## src/rtl/axi_frame_pkg.sv

```systemverilog
//------------------------------------------------------------------------------
// axi_frame_pkg : shared FSM encoding and AXI read-channel constants
// Revision: 1.0
//------------------------------------------------------------------------------
`default_nettype none

package axi_frame_pkg;

    typedef enum logic [1:0] {
        ST_IDLE = 2'd0,
        ST_ADDR = 2'd1,
        ST_DATA = 2'd2,
        ST_NEXT = 2'd3
    } rd_state_e;

    localparam logic [2:0] SIZE_8B    = 3'b011;
    localparam logic [1:0] BURST_INCR = 2'b01;
    localparam logic [3:0] CACHE_DEF  = 4'b0011;
    localparam logic [1:0] RESP_OKAY  = 2'b00;

    localparam int BYTES_PER_PIXEL = 4;
    localparam int BYTES_PER_BEAT  = 8;
    localparam int PIXEL_W         = 24;

endpackage

`default_nettype wire

```

## src/rtl/frame_beat_fifo.sv

```systemverilog
//------------------------------------------------------------------------------
// frame_beat_fifo : first-word-fall-through beat FIFO with count/free outputs
// Revision: 1.0
//------------------------------------------------------------------------------
`default_nettype none

module frame_beat_fifo #(
    parameter int DATA_W = 64,
    parameter int DEPTH  = 32
) (
    input  logic                   clk_i,
    input  logic                   rst_ni,
    input  logic                   push_i,
    input  logic [DATA_W-1:0]      push_data_i,
    input  logic                   pop_i,
    output logic [DATA_W-1:0]      pop_data_o,
    output logic                   empty_o,
    output logic                   full_o,
    output logic [$clog2(DEPTH):0] count_o,
    output logic [$clog2(DEPTH):0] free_o
);

    localparam int PTR_W = $clog2(DEPTH);
    localparam int CNT_W = PTR_W + 1;

    logic [DATA_W-1:0] mem_q [DEPTH];
    logic [PTR_W-1:0]  wr_ptr_q;
    logic [PTR_W-1:0]  rd_ptr_q;
    logic [CNT_W-1:0]  count_q;
    logic              w_push;
    logic              w_pop;

    assign empty_o    = (count_q == '0);
    assign full_o     = (count_q == CNT_W'(DEPTH));
    assign count_o    = count_q;
    assign free_o     = CNT_W'(DEPTH) - count_q;
    assign pop_data_o = mem_q[rd_ptr_q];

    // A pop frees the slot in the same cycle, so a full FIFO may still accept a push
    assign w_pop  = pop_i && !empty_o;
    assign w_push = push_i && (!full_o || w_pop);

    always_ff @(posedge clk_i or negedge rst_ni) begin
        if (!rst_ni) begin
            wr_ptr_q <= '0;
            rd_ptr_q <= '0;
            count_q  <= '0;
        end else begin
            if (w_push) begin
                wr_ptr_q <= wr_ptr_q + PTR_W'(1);
            end
            if (w_pop) begin
                rd_ptr_q <= rd_ptr_q + PTR_W'(1);
            end
            case ({w_push, w_pop})
                2'b10:   count_q <= count_q + CNT_W'(1);
                2'b01:   count_q <= count_q - CNT_W'(1);
                default: count_q <= count_q;
            endcase
        end
    end

    always_ff @(posedge clk_i) begin
        if (w_push) begin
            mem_q[wr_ptr_q] <= push_data_i;
        end
    end

endmodule

`default_nettype wire

```

## src/rtl/axi_frame_reader.sv

```systemverilog
//------------------------------------------------------------------------------
// axi_frame_reader : AXI3 burst reader that streams a frame as 24-bit pixels
// Revision: 1.0
//------------------------------------------------------------------------------
`default_nettype none

module axi_frame_reader
    import axi_frame_pkg::*;
#(
    parameter int          ADDR_W     = 32,
    parameter int          DATA_W     = 64,
    parameter int          FRAME_W    = 1920,
    parameter int          FRAME_H    = 1080,
    parameter logic [31:0] ADDR_START = 32'h1000_0000,
    parameter int          BURST_LEN  = 16,
    parameter int          FIFO_DEPTH = 32
) (
    input  logic              aclk,
    input  logic              aresetn,
    input  logic              enable,
    output logic [ADDR_W-1:0] m_axi_araddr,
    output logic [3:0]        m_axi_arlen,
    output logic [2:0]        m_axi_arsize,
    output logic [1:0]        m_axi_arburst,
    output logic [3:0]        m_axi_arcache,
    output logic [2:0]        m_axi_arprot,
    output logic              m_axi_arlock,
    output logic [3:0]        m_axi_arqos,
    output logic              m_axi_arvalid,
    input  logic              m_axi_arready,
    input  logic [DATA_W-1:0] m_axi_rdata,
    input  logic [1:0]        m_axi_rresp,
    input  logic              m_axi_rlast,
    input  logic              m_axi_rvalid,
    output logic              m_axi_rready,
    output logic [23:0]       pix_data,
    output logic              pix_valid,
    input  logic              pix_ready,
    output logic              pix_sof,
    output logic              pix_eol,
    output logic              frame_done,
    output logic              rd_err
);

    localparam int BEATS_PER_FRAME  = FRAME_W * FRAME_H / 2;
    localparam int BURSTS_PER_FRAME = BEATS_PER_FRAME / BURST_LEN;
    localparam int BURST_W          = $clog2(BURSTS_PER_FRAME + 1);
    localparam int CNT_W            = $clog2(FIFO_DEPTH) + 1;
    localparam int COL_W            = $clog2(FRAME_W + 1);
    localparam int LINE_W           = $clog2(FRAME_H + 1);
    localparam int SLOT_W           = BYTES_PER_PIXEL * 8;

    rd_state_e           state_q, state_d;
    logic [ADDR_W-1:0]   addr_q, addr_d;
    logic [BURST_W-1:0]  burst_q, burst_d;
    logic [3:0]          beat_q, beat_d;
    logic                err_q, err_d;

    logic                half_q;
    logic [COL_W-1:0]    col_q;
    logic [LINE_W-1:0]   line_q;
    logic                frame_done_q;

    logic                w_push;
    logic                w_pop;
    logic                w_empty;
    logic                w_full;
    logic [CNT_W-1:0]    w_count;
    logic [CNT_W-1:0]    w_free;
    logic [DATA_W-1:0]   w_beat;
    logic                w_room;
    logic                w_last_beat;
    logic                w_last_burst;
    logic                w_accept;
    logic                w_col_last;
    logic                w_line_last;
    logic                w_unused;

    assign m_axi_araddr  = addr_q;
    assign m_axi_arlen   = 4'(BURST_LEN - 1);
    assign m_axi_arsize  = SIZE_8B;
    assign m_axi_arburst = BURST_INCR;
    assign m_axi_arcache = CACHE_DEF;
    assign m_axi_arprot  = 3'b000;
    assign m_axi_arlock  = 1'b0;
    assign m_axi_arqos   = 4'b0000;
    assign rd_err        = err_q;

    assign w_room       = (w_free >= CNT_W'(BURST_LEN));
    assign w_last_beat  = (beat_q == 4'(BURST_LEN - 1));
    assign w_last_burst = (burst_q == BURST_W'(BURSTS_PER_FRAME - 1));

    always_ff @(posedge aclk or negedge aresetn) begin
        if (!aresetn) begin
            state_q <= ST_IDLE;
            addr_q  <= ADDR_W'(ADDR_START);
            burst_q <= '0;
            beat_q  <= '0;
            err_q   <= 1'b0;
        end else begin
            state_q <= state_d;
            addr_q  <= addr_d;
            burst_q <= burst_d;
            beat_q  <= beat_d;
            err_q   <= err_d;
        end
    end

    always_comb begin
        state_d       = state_q;
        addr_d        = addr_q;
        burst_d       = burst_q;
        beat_d        = beat_q;
        err_d         = err_q;
        m_axi_arvalid = 1'b0;
        m_axi_rready  = 1'b0;
        w_push        = 1'b0;
        case (state_q)
            ST_IDLE: begin
                if (enable && w_room) begin
                    state_d = ST_ADDR;
                end
            end
            ST_ADDR: begin
                m_axi_arvalid = 1'b1;
                if (m_axi_arready) begin
                    state_d = ST_DATA;
                end
            end
            ST_DATA: begin
                // Room for the whole burst was reserved before the AR was issued
                m_axi_rready = 1'b1;
                if (m_axi_rvalid) begin
                    w_push = 1'b1;
                    beat_d = beat_q + 4'd1;
                    if ((m_axi_rresp != RESP_OKAY) || (m_axi_rlast != w_last_beat)) begin
                        err_d = 1'b1;
                    end
                    if (w_last_beat) begin
                        beat_d  = '0;
                        state_d = ST_NEXT;
                    end
                end
            end
            ST_NEXT: begin
                if (w_last_burst) begin
                    addr_d  = ADDR_W'(ADDR_START);
                    burst_d = '0;
                    state_d = ST_IDLE;
                end else if (w_room) begin
                    addr_d  = addr_q + ADDR_W'(BURST_LEN * BYTES_PER_BEAT);
                    burst_d = burst_q + BURST_W'(1);
                    state_d = ST_ADDR;
                end
            end
            default: state_d = ST_IDLE;
        endcase
    end

    frame_beat_fifo #(
        .DATA_W (DATA_W),
        .DEPTH  (FIFO_DEPTH)
    ) u_fifo (
        .clk_i       (aclk),
        .rst_ni      (aresetn),
        .push_i      (w_push),
        .push_data_i (m_axi_rdata),
        .pop_i       (w_pop),
        .pop_data_o  (w_beat),
        .empty_o     (w_empty),
        .full_o      (w_full),
        .count_o     (w_count),
        .free_o      (w_free)
    );

    assign w_unused = ^{w_full, w_count, w_beat[SLOT_W-1:PIXEL_W], w_beat[DATA_W-1:SLOT_W+PIXEL_W]};

    assign pix_valid   = !w_empty;
    assign w_accept    = pix_valid && pix_ready;
    assign w_pop       = w_accept && half_q;
    assign w_col_last  = (col_q == COL_W'(FRAME_W - 1));
    assign w_line_last = (line_q == LINE_W'(FRAME_H - 1));
    assign pix_data    = half_q ? w_beat[SLOT_W +: PIXEL_W] : w_beat[0 +: PIXEL_W];
    assign pix_sof     = pix_valid && (col_q == '0) && (line_q == '0);
    assign pix_eol     = pix_valid && w_col_last;
    assign frame_done  = frame_done_q;

    always_ff @(posedge aclk or negedge aresetn) begin
        if (!aresetn) begin
            half_q       <= 1'b0;
            col_q        <= '0;
            line_q       <= '0;
            frame_done_q <= 1'b0;
        end else begin
            frame_done_q <= w_accept && w_col_last && w_line_last;
            if (w_accept) begin
                half_q <= ~half_q;
                if (w_col_last) begin
                    col_q  <= '0;
                    line_q <= w_line_last ? '0 : line_q + LINE_W'(1);
                end else begin
                    col_q <= col_q + COL_W'(1);
                end
            end
        end
    end

endmodule

`default_nettype wire

```

## config.mk

```make
export PLATFORM = sky130hd
export DESIGN_NAME = axi_frame_reader
export DESIGN_NICKNAME = d
export VERILOG_FILES = /design/src/rtl/axi_frame_pkg.sv /design/src/rtl/frame_beat_fifo.sv /design/src/rtl/axi_frame_reader.sv
export SDC_FILE = /design/constraint.sdc
export NUM_CORES = 2
export LEC_CHECK = 0
export CAP_MARGIN = 30
export CORE_MARGIN = 3
export CORE_UTILIZATION = 65
export DETAILED_ROUTE_END_ITERATION = 12
export GPL_ROUTABILITY_DRIVEN = 0
export PLACE_DENSITY = 0.89
export SKIP_LAST_GASP = 1
export SYNTH_ARGS = -nofsm -noshare
export SYNTH_HDL_FRONTEND = slang
export SYNTH_SLANG_ARGS = --single-unit
```

## constraint.sdc

```tcl
create_clock -name aclk -period 11.65 [get_ports aclk]
set_input_delay 1.165 -clock aclk [delete_from_list [all_inputs] [get_ports aclk]]
set_output_delay 1.165 -clock aclk [all_outputs]
set_load 0.05 [all_outputs]
```

==> results.sh <==
export IMPL_grt_max_degree=158
export IMPL_finalHoldViolations=0
export IMPL_postRouteWirelength_um=180000
export IMPL_power_density_nw_per_um2=237
export IMPL_drt_antenna_violating_nets=0
export IMPL_slew_limit_headroom_pct=19.6
export IMPL_drt_drc_violations_left=0
export IMPL_asyncSetResetFlopFracSynth_pct=5.42
export IMPL_floorplan_die_width_um=319
export IMPL_synth_lib_cells_used_distinct=63
export IMPL_clock_tree_buffer_depth=3
export IMPL_synth_yosys_warnings=0
export IMPL_grt_overflow_total=0
export IMPL_setup_violations=0
export IMPL_synth_adder_area_share_pct=0.393
export IMPL_count_leader_synth="sky130_fd_sc_hd__edfxtp_1"
export IMPL_timing_final_max_slew_violations=0
export IMPL_clock_latency_ns=0.78
export IMPL_cp_max_fo=52
export IMPL_synth_simple_area_share_pct=2.50
export IMPL_hold_path_class="primary input to async pin"
export IMPL_synthTopCellsByCount="sky130_fd_sc_hd__edfxtp_1, sky130_fd_sc_hd__mux2i_1, sky130_fd_sc_hd__mux4_2"
export IMPL_dieArea_um2=102000
export IMPL_cts_post_setup_buffers_inserted=0
export IMPL_max_cap_violations=0
export IMPL_cts_sinks=1624
export IMPL_timing_final_crit_share_pct=65.9
export IMPL_cts_root_buffer="sky130_fd_sc_hd__clkbuf_16"
export IMPL_ys_seq_elements=1624
export IMPL_dr_pass1_iters=6
export IMPL_power_static_leakage_nw=23.6
export IMPL_pin_count=157
export IMPL_finish_utilization_pct=74.0
export IMPL_seq_area_frac_synth_pct=75.8
export IMPL_drive_above_1_share_pct=18.4
export IMPL_cts_buffers_inserted=154
export IMPL_fp_row_count=114
export IMPL_grt_setup_unrepaired="no"
export IMPL_floorplan_die_height_um=319
export IMPL_detail_route_iter0_violations=6503
export IMPL_io_buffer_count=112
export IMPL_timing_fmax_ghz=0.130
export IMPL_place_hpwl_um=83200
export IMPL_n_fill_cell=4835
export IMPL_synth_edff_count=1536
export IMPL_detail_route_vias_per_cell=7.56
export IMPL_routed_via_count=36500
export IMPL_area_delta_synth_final_pct=12.6
export IMPL_main_combinational_cell_family_by_area_after_synthesis="multiplexers"
export IMPL_cts_htree_levels=4
export IMPL_worstSetupPathType="flop to primary output"
export IMPL_ir_drop_uv=259
export IMPL_endpoint_kind="primary output"
export IMPL_worstPathArrival_ns=6.51
export IMPL_clock_tree_from_tritoncts="done"
export IMPL_gr_usage_all_layers_pct=34.3
export IMPL_core_area_um2=97000
export IMPL_number_of_global_route_vias_before_repair=36100
export IMPL_yosys_top_cells_area="sky130_fd_sc_hd__edfxtp_1, sky130_fd_sc_hd__mux4_2, sky130_fd_sc_hd__mux2i_1"
export IMPL_synth_cells=3241
export IMPL_clk_pin_slew_ns=0.07
export IMPL_synth_area_per_cell_um2=19.7
export IMPL_avgRoutedWirePerCell_um=37.3
export IMPL_nets_finish=3511
export IMPL_synth_compound_area_share_pct=4.77
export IMPL_cts_hold_buffers=0
export IMPL_yosys_area_top_type="sky130_fd_sc_hd__edfxtp_1"
export IMPL_syn_area_um2=63700
export IMPL_worstSetupStartpointType="flop"
export IMPL_synth_xor_xnor_area_share_pct=0.632
export IMPL_yosys_mux_area_fraction_pct=14.1
export IMPL_critical_path_required_ns=10.49
export IMPL_post_cts_resized=0
export IMPL_grt_first_pass_wirelength_um=250000
export IMPL_setup_tns_final_ns=0
export IMPL_timing_worst_slew_pin_value_ns=1.21
export IMPL_synth_top_flop_cell="sky130_fd_sc_hd__edfxtp_1"
export IMPL_synthDominantCellAreaShare_pct=72.4
export IMPL_start_util_pct=65.7
export IMPL_outcome="finished clean"
export IMPL_fin_skew_ns=0.0420
export IMPL_period_minus_slack_ns=7.68
export IMPL_initial_antenna_violation_count=11
==> final timing paths <==
path	slack, ns	endpoint	startpoint	depth (start not counted)
max	3.97	pix_data[13]	u_fifo.rd_ptr_q[3]	8
min	0.40	m_axi_araddr[7]	aresetn	1
max reg2reg	7.31	u_fifo.mem_q[23][15]	half_q	6
min reg2reg	0.49	burst_q[14]	burst_q[14]	1
max in group asynchronous	10.16	u_fifo.rd_ptr_q[2]	aresetn	2
min in group aclk	0.49	burst_q[14]	burst_q[14]	1
==> logic make-up (layout without fill, tap and decap cells) <==
group                      count (synthesis)  after routing
AOI/OAI and AO/OA                        423            423
xor gates and xnor gates                  46             46
adders and majority gates                 20             20
buffers and inverters                    225            496
DFF                                     1624           1624
muxes                                    574            574
other                                      2             37
and+or+nand+nor                          327            327
==> critical path, cell delays in order, from the launching register on <==
cell	delay [ns]
sky130_fd_sc_hd__dfrtp_4	0.89
sky130_fd_sc_hd__buf_4	0.87
sky130_fd_sc_hd__nand3b_1	0.76
sky130_fd_sc_hd__buf_4	0.59
sky130_fd_sc_hd__o221ai_1	0.27
sky130_fd_sc_hd__a21oi_1	0.08
sky130_fd_sc_hd__a22o_1	0.38
sky130_fd_sc_hd__a221oi_1	0.87
sky130_fd_sc_hd__clkdlybuf4s50_1	0.96
==> metrics by stage <==
step	std cells	total power (W)	cell area [µm²]	setup WS [ns]	hold slack [ns]
3_3_place_gp	4514	0.0116	66300	5.25	0.464
4_1_cts	4800	0.0168	71500	4.28	0.390
3_5_place_dp	4524	0.0118	66500	5.21	0.476
6_report	4823	0.0170	71800	3.97	0.400
5_1_grt	4819	0.0174	71800	4.12	0.431
2_1_floorplan	3267	0.0103	63800	7.05	0.447
==> cell usage in the layout, fill, tap and decap left out, drive strengths merged, types with 8 or more instances in the layout <==
master / synthesis / final
a21oi: 35 / 35
a211o: 36 / 36
clkinv: 0 / 72
a221oi: 54 / 54
edfxtp: 1536 / 1536
a2111oi: 24 / 24
mux2: 42 / 42
a22oi: 13 / 13
a211oi: 18 / 18
nand3: 36 / 36
o31ai: 11 / 11
nor2b: 8 / 8
clkdlybuf4s50: 0 / 111
mux4: 254 / 254
a22o: 21 / 21
nand2: 69 / 69
mux2i: 278 / 278
bufinv: 0 / 10
or4: 11 / 11
o2111ai: 10 / 10
nor3: 13 / 13
buf: 123 / 84
o211ai: 20 / 20
o22ai: 75 / 75
dfrtp: 87 / 87
nand4: 13 / 13
conb: 2 / 28
o221ai: 21 / 21
xor2: 29 / 29
clkbuf: 82 / 190
nor4: 8 / 8
o21ai: 69 / 69
nor2: 110 / 110
ha: 20 / 20
nand2b: 12 / 12
inv: 20 / 26
diode: 0 / 9
xnor2: 17 / 17
and3: 16 / 16
==> cell type report <==
cell class	count	area, µm²	area share [%]
Timing Repair Buffer	200	2170	3.03
Clock buffer	185	4010	5.59
Tap cell	1276	1600	2.22
Sequential cell	1624	48300	67.4
Inverter	20	75.1	0.105
Multi-Input combinational cell	1418	14700	20.4
Antenna cell	9	22.5	0.0314
Clock inverter	91	901	1.26
==> metal layers <==
metal / GRT usage, % / up-vias / routed length, µm
met2: 54.0 / 3696 / 86800
met4: 21.0 / 6 / 12600
met1: 43.8 / 18200 / 56100
met5: 0 / - / 34
li1: - / 13700 / -
met3: 8.26 / 866 / 24200
==> power breakdown <==
part | switching [W] | leakage [nW] | internal [W]
Sequential | 0.000307 | 14.9 | 0.00655
Combinational | 0.00314 | 6.25 | 0.00201
Clock | 0.00228 | 2.40 | 0.00271
==> registers in the layout, summed over array words and instances, names as in the netlist, 4 cells and up <==
register and cells:
burst_q 16, u_fifo.rd_ptr_q 5, m_axi_araddr 25, line_q 11, u_fifo.count_o 6, col_q 11
beat_q 4, u_fifo.mem_q 1536, u_fifo.wr_ptr_q 5
(Power assumes the default switching activity.)
